**src/rtl/pixel_conf_sequencer.sv**
```systemverilog
// Initiator for the per-pixel configuration bus. Takes single or burst
// read/write commands, drives address/data/strobe toward the cores, collects
// readback bytes and returns them on a valid/ready response channel.
module pixel_conf_sequencer #(
    parameter int unsigned WR_PULSE = 2,   // strobe width in clocks (1..7)
    parameter int unsigned RD_LAT   = 3,   // address-to-readback latency (1..7)
    parameter int unsigned MAX_ROW  = 47   // highest core row address
) (
    input  logic        i_clk,
    input  logic        i_rst_n,
    input  logic        i_cmd_valid,
    output logic        o_cmd_ready,
    input  logic        i_cmd_write,
    input  logic [11:0] i_cmd_addr,
    input  logic [7:0]  i_cmd_data,
    input  logic [5:0]  i_cmd_len,
    input  logic        i_abort,
    output logic [11:0] o_address_conf_out,
    output logic [7:0]  o_data_conf_wr_out,
    output logic        o_conf_wr_out,
    input  logic [7:0]  i_data_conf_rd_in,
    output logic        o_rsp_valid,
    input  logic        i_rsp_ready,
    output logic [7:0]  o_rsp_data,
    output logic [11:0] o_rsp_addr,
    output logic        o_busy,
    output logic        o_done,
    output logic        o_err
);

    typedef enum logic [2:0] {
        S_IDLE, S_W_SETUP, S_W_STROBE, S_W_HOLD, S_R_WAIT, S_R_RSP, S_FINISH
    } state_t;

    localparam logic [11:0] BCAST_ADDR = 12'hFFF;
    localparam logic [2:0]  WR_LAST    = 3'(WR_PULSE - 1);
    localparam logic [2:0]  RD_LAST    = 3'(RD_LAT - 1);
    localparam logic [5:0]  ROW_MAX    = 6'(MAX_ROW);

    state_t      r_state, w_state_nxt;
    logic [11:0] r_addr, w_addr_nxt;
    logic [7:0]  r_data, w_data_nxt;
    logic        r_bcast, w_bcast_nxt;
    logic [5:0]  r_cnt, w_cnt_nxt;
    logic [2:0]  r_tick, w_tick_nxt;
    logic [7:0]  r_rsp_data, w_rsp_data_nxt;
    logic [11:0] r_rsp_addr, w_rsp_addr_nxt;
    logic        r_err, w_err_nxt;
    logic        w_wr_phase;

    // Address walk pixel -> region -> row; a row above MAX_ROW just counts on.
    function automatic logic [11:0] next_addr(input logic [11:0] a);
        logic [5:0] row;
        logic [3:0] region;
        logic [1:0] pixel;
        row    = a[11:6];
        region = a[5:2];
        pixel  = a[1:0];
        if (pixel != 2'd3) begin
            pixel = pixel + 2'd1;
        end else begin
            pixel = 2'd0;
            if (region != 4'd15) begin
                region = region + 4'd1;
            end else begin
                region = 4'd0;
                row    = (row == ROW_MAX) ? 6'd0 : row + 6'd1;
            end
        end
        return {row, region, pixel};
    endfunction

    // Next-state and next working-register values for the command sequencer.
    always_comb begin
        // NOTE: every signal gets its hold value first so no path infers a latch.
        w_state_nxt    = r_state;
        w_addr_nxt     = r_addr;
        w_data_nxt     = r_data;
        w_bcast_nxt    = r_bcast;
        w_cnt_nxt      = r_cnt;
        w_tick_nxt     = r_tick;
        w_rsp_data_nxt = r_rsp_data;
        w_rsp_addr_nxt = r_rsp_addr;
        w_err_nxt      = r_err;

        case (r_state)
            S_IDLE: begin
                if (i_cmd_valid) begin
                    w_data_nxt  = i_cmd_data;
                    w_cnt_nxt   = i_cmd_len;
                    w_tick_nxt  = 3'd0;
                    w_bcast_nxt = (i_cmd_addr == BCAST_ADDR);
                    w_err_nxt   = 1'b0;
                    if (i_cmd_write) begin
                        w_addr_nxt  = i_cmd_addr;
                        w_state_nxt = S_W_SETUP;
                    end else if (i_cmd_addr == BCAST_ADDR) begin
                        // Broadcast readback is meaningless on an OR-ed bus.
                        w_err_nxt   = 1'b1;
                        w_state_nxt = S_FINISH;
                    end else begin
                        w_addr_nxt  = i_cmd_addr;
                        w_state_nxt = S_R_WAIT;
                    end
                end
            end
            S_W_SETUP: begin
                w_tick_nxt  = 3'd0;
                w_state_nxt = S_W_STROBE;
            end
            S_W_STROBE: begin
                if (r_tick == WR_LAST) w_state_nxt = S_W_HOLD;
                else                   w_tick_nxt  = r_tick + 3'd1;
            end
            S_W_HOLD: begin
                if (r_cnt == 6'd0) begin
                    w_state_nxt = S_FINISH;
                end else begin
                    w_cnt_nxt   = r_cnt - 6'd1;
                    w_addr_nxt  = r_bcast ? r_addr : next_addr(r_addr);
                    w_state_nxt = S_W_SETUP;
                end
            end
            S_R_WAIT: begin
                if (r_tick == RD_LAST) begin
                    w_rsp_data_nxt = i_data_conf_rd_in;
                    w_rsp_addr_nxt = r_addr;
                    w_state_nxt    = S_R_RSP;
                end else begin
                    w_tick_nxt = r_tick + 3'd1;
                end
            end
            S_R_RSP: begin
                if (i_rsp_ready) begin
                    if (r_cnt == 6'd0) begin
                        w_state_nxt = S_FINISH;
                    end else begin
                        w_cnt_nxt   = r_cnt - 6'd1;
                        w_addr_nxt  = next_addr(r_addr);
                        w_tick_nxt  = 3'd0;
                        w_state_nxt = S_R_WAIT;
                    end
                end
            end
            S_FINISH: w_state_nxt = S_IDLE;
            default:  w_state_nxt = S_IDLE;
        endcase

        // Abort wins over any beat in flight; the bus address is left where it was.
        if (i_abort && (r_state != S_IDLE) && (r_state != S_FINISH)) begin
            w_state_nxt = S_FINISH;
            w_addr_nxt  = r_addr;
            w_err_nxt   = 1'b1;
        end
    end

    // State and working registers.
    always_ff @(posedge i_clk or negedge i_rst_n) begin
        if (!i_rst_n) begin
            r_state    <= S_IDLE;
            r_addr     <= '0;
            r_data     <= '0;
            r_bcast    <= 1'b0;
            r_cnt      <= '0;
            r_tick     <= '0;
            r_rsp_data <= '0;
            r_rsp_addr <= '0;
            r_err      <= 1'b0;
        end else begin
            // NOTE: non-blocking so every register samples pre-edge values.
            r_state    <= w_state_nxt;
            r_addr     <= w_addr_nxt;
            r_data     <= w_data_nxt;
            r_bcast    <= w_bcast_nxt;
            r_cnt      <= w_cnt_nxt;
            r_tick     <= w_tick_nxt;
            r_rsp_data <= w_rsp_data_nxt;
            r_rsp_addr <= w_rsp_addr_nxt;
            r_err      <= w_err_nxt;
        end
    end

    assign w_wr_phase = (r_state == S_W_SETUP) || (r_state == S_W_STROBE) ||
                        (r_state == S_W_HOLD);

    assign o_cmd_ready        = (r_state == S_IDLE);
    assign o_busy             = (r_state != S_IDLE);
    assign o_address_conf_out = r_addr;
    assign o_data_conf_wr_out = w_wr_phase ? r_data : 8'h00;
    assign o_conf_wr_out      = (r_state == S_W_STROBE);
    assign o_rsp_valid        = (r_state == S_R_RSP);
    assign o_rsp_data         = r_rsp_data;
    assign o_rsp_addr         = r_rsp_addr;
    assign o_done             = (r_state == S_FINISH);
    assign o_err              = (r_state == S_FINISH) && r_err;

endmodule

```
**config.mk**
```make
export PLATFORM = sky130hd
export DESIGN_NAME = pixel_conf_sequencer
export DESIGN_NICKNAME = d
export VERILOG_FILES = /design/src/rtl/pixel_conf_sequencer.sv
export SDC_FILE = /design/constraint.sdc
export NUM_CORES = 1
export LEC_CHECK = 0
export ABC_CLOCK_PERIOD_IN_PS = 2800
export CAP_MARGIN = 0
export CORE_MARGIN = 2
export CORE_UTILIZATION = 47
export CTS_CLUSTER_SIZE = 24
export DETAILED_ROUTE_END_ITERATION = 12
export PLACE_DENSITY_LB_ADDON = 0.08
export SLEW_MARGIN = 10
export SYNTH_ARGS = -nofsm -noshare
export SYNTH_HDL_FRONTEND = slang
export SYNTH_SLANG_ARGS = --single-unit
```
**constraint.sdc**
```tcl
create_clock -name i_clk -period 2.8 [get_ports i_clk]
set_input_delay 0.84 -clock i_clk [delete_from_list [all_inputs] [get_ports i_clk]]
set_output_delay 0.84 -clock i_clk [all_outputs]
set_load 0.01 [all_outputs]
```
==> impl_metrics.tcl <==
set metrics [dict create \
    synth_cell_types 44 \
    synth_fp_nets 323 \
    drc 0 \
    setup_viol 0 \
    p_seq_share_pct 33.9 \
    ios 86 \
    crit_required_ns 1.96 \
    ys_ff_latch 54 \
    syn_area_per_cell_um2 10.6 \
    post_cts_buffers 0 \
    htree_levels 2 \
    netlist_instances 276 \
    grt_max_degree 36 \
    final_cell_mix "84 x clkdlybuf4s50_1, 54 x dfrtp_1, 38 x mux2_2" \
    io_buffers 85 \
    layout.cells.most_common "clkdlybuf4s50_1" \
    die_h_um 82.8 \
    grt_pass1_wl_mm 10.4 \
    p_leak_nw 1.75 \
    arrival_ns 1.85 \
    power.total_mw 4.36 \
    drive_gt1_share_pct 20.3 \
    ys.warnings.count 0 \
    cts_tree "done" \
    cts-root-buf "clkbuf_8" \
    wl_per_cell_um 14.9 \
    clk_path_buf_depth 2 \
    antenna_found_initial 0 \
    drt_iter0_markers 118 \
    hold_viol_final 0 \
    place.gp.congestion 0.925 \
    worst_setup_path_end_kind "primary output" \
    power.share.switching_pct 36.3 \
    worst_slack_ns 0.110 \
    synthToLayoutAreaGrowth_pct 38.0 \
    p_int_mw 2.78 \
    max-slew-margin-rel_pct 61.0 \
    p_switching_mw 1.58 \
    fp.dieW_um 82.8 \
    fin_util_pct 67.5 \
    pwr-share-clk_pct 12.8 \
    totalWireLength_mm 6.63 \
    status "finished clean" \
    row_count 28 \
    pre_cts_ws_ns -0.00675 \
    hold_ws_ns 0.412 \
    first_pass_iters 4 \
    fmax_mhz 372 \
    fp.dieArea_um2 6850 \
    synthesis.area_um2 2920 \
    slew_viol_final 0 \
    tightest_slew_ns 0.570 \
    period_needed_ns 2.69 \
    clk_latency_ns 0.31 \
    cp-start-kind "register" \
    power_frac_comb_pct 53.3 \
    clkSinkCount 54 \
    path_max_fanout 5 \
    power.density_nw_per_um2 1080 \
    max_cap_viol_count 0 \
    hp-class "in -> async" \
    tns_ns 0 \
    fin_skew_ns 0.0114 \
    layout.nets 416 \
    yosysSeqAreaShare_pct 46.4 \
    finalCritPeriodShare_pct 96.1 \
    grt_pass1_vias 2254 \
    vias_per_cell 5.34 \
    track_usage_pct 20.1 \
    fill_cells 492 \
    clk_pin_slew_ns 0.10 \
    grt_remaining_overflow 0 \
    critPathKind "reg -> out" \
    initial_utilization_pct 48.9 \
    antenna_cells 0 \
    core_um2 5960 \
    ir_worst_vdd_v 0.000631 \
    dp_hpwl_mm 4.92 \
    rsz0062_at_grt "no" \
    ant_nets 0 \
    vias 2376 \
    cts_buffers 5 \
    r2r_slack_ns 0.31 \
    hold_buffers 0 \
]
-- synth_stat cells --
master	number	share of area, %
buf_2	2	0.34
or3_4	1	0.39
mux2_2	38	15
or4b_2	1	0.34
clkinv_4	1	0.30
o31ai_1	5	1.3
inv_1	8	1.0
nor3b_1	4	1.0
xnor2_1	2	0.60
nor2b_1	5	1.1
a2bb2oi_1	1	0.30
or4_4	1	0.39
a2111o_1	1	0.39
a211oi_1	1	0.26
nor2_1	18	2.3
buf_6	2	0.77
o21ai_0	26	4.5
buf_1	1	0.13
a2111oi_0	1	0.30
and3_1	2	0.43
nand2_1	24	3.1
nand4_1	3	0.64
dfrtp_1	54	46
a22o_1	1	0.30
a311oi_1	1	0.30
ha_1	7	3.0
o21a_1	3	0.77
nand3_1	5	0.86
nor3_1	8	1.4
clkbuf_1	8	1.0
nand2_4	1	0.39
o21a_4	1	0.51
a31oi_1	2	0.43
a21oi_1	9	1.5
o221ai_1	1	0.30
or4_1	1	0.26
xor2_1	2	0.60
and2_1	9	1.9
o21ba_2	1	0.34
a21o_1	2	0.51
or3_1	3	0.64
a211o_1	2	0.60
mux2_4	6	3.1
and3b_1	1	0.30
-- state kept, by name, summed over array words and instances (netlist names) --
name,cells
r_state,3
o_rsp_addr,12
r_err,1
r_data,8
r_bcast,1
r_tick,3
r_cnt,6
o_rsp_data,8
o_address_conf_out,12
-- layout make-up --
type / instances / area (um2) / area share [%]
clock buffers: 6 / 82.6 / 2.05
clock inverters: 2 / 38.8 / 0.964
inverters: 9 / 38.8 / 0.964
multi-input cells: 200 / 1470 / 36.5
flip-flops and latches: 54 / 1350 / 33.6
well taps: 75 / 93.8 / 2.33
repair buffers: 99 / 951 / 23.6
-- power groups by stage --
stage	sequential [mW]	clock, mW	combinational (mW)
after global routing	1.54	0.599	2.57
after floorplan	1.52	0	1.29
after detailed placement	1.49	0	2.32
final	1.48	0.559	2.32
after CTS	1.48	0.570	2.34
after global placement	1.47	0	2.29
-- cells by family after synthesis --
family / synth area share [%]
XOR/XNOR: 1.20
AO/OA/AOI/OAI: 12.6
multiplexers: 17.8
adder cells (fa/ha/maj): 3.00
flip-flops: 46.4
buffers and inverters: 3.61
AND/OR/NAND/NOR: 15.5
-- repair_timing --
item,in CTS,in global routing
endpoints found under the setup margin,4,2
resized for setup,1,1
pin swaps,0,0
-- worst paths after layout --
path                                         from                           endpoint  cells past startpoint
setup / recovery           r_state[2]$_DFFE_PN0P_                        o_cmd_ready                      3
hold / removal                            i_rst_n  o_address_conf_out[8]$_DFFE_PN0P_                      1
hold reg to reg             r_data[6]$_DFFE_PN0P_              r_data[6]$_DFFE_PN0P_                      1
setup reg to reg             r_cnt[0]$_DFFE_PN0P_  o_address_conf_out[3]$_DFFE_PN0P_                      8
max in group asynchronous                 i_rst_n             r_state[2]$_DFFE_PN0P_                      2
min in group i_clk          r_data[6]$_DFFE_PN0P_              r_data[6]$_DFFE_PN0P_                      1
-- critical path: stages (launching register included) --
cell	delay, ns
dfrtp_1	0.47
or3_4	0.47
clkinv_4	0.08
clkdlybuf4s50_1	0.53
-- metrics by stage --
| step | std cells | cell area [um2] |
|---|---|---|
| 4_1_cts | 445 | 4020 |
| 3_3_place_gp | 437 | 3890 |
| 3_5_place_dp | 437 | 3890 |
| 6_report | 445 | 4020 |
| 2_1_floorplan | 276 | 2920 |
| 5_1_grt | 445 | 4020 |
-- layer usage --
layer	track usage, %	vias to the layer above	part of all wire [%]
li1	-	1164	-
met1	25.8	1119	45
met2	31.7	82	46
met3	6.96	11	7.5
met4	7.05	0	1.7
met5	0	-	0
Power figures use the tool's default switching activity.
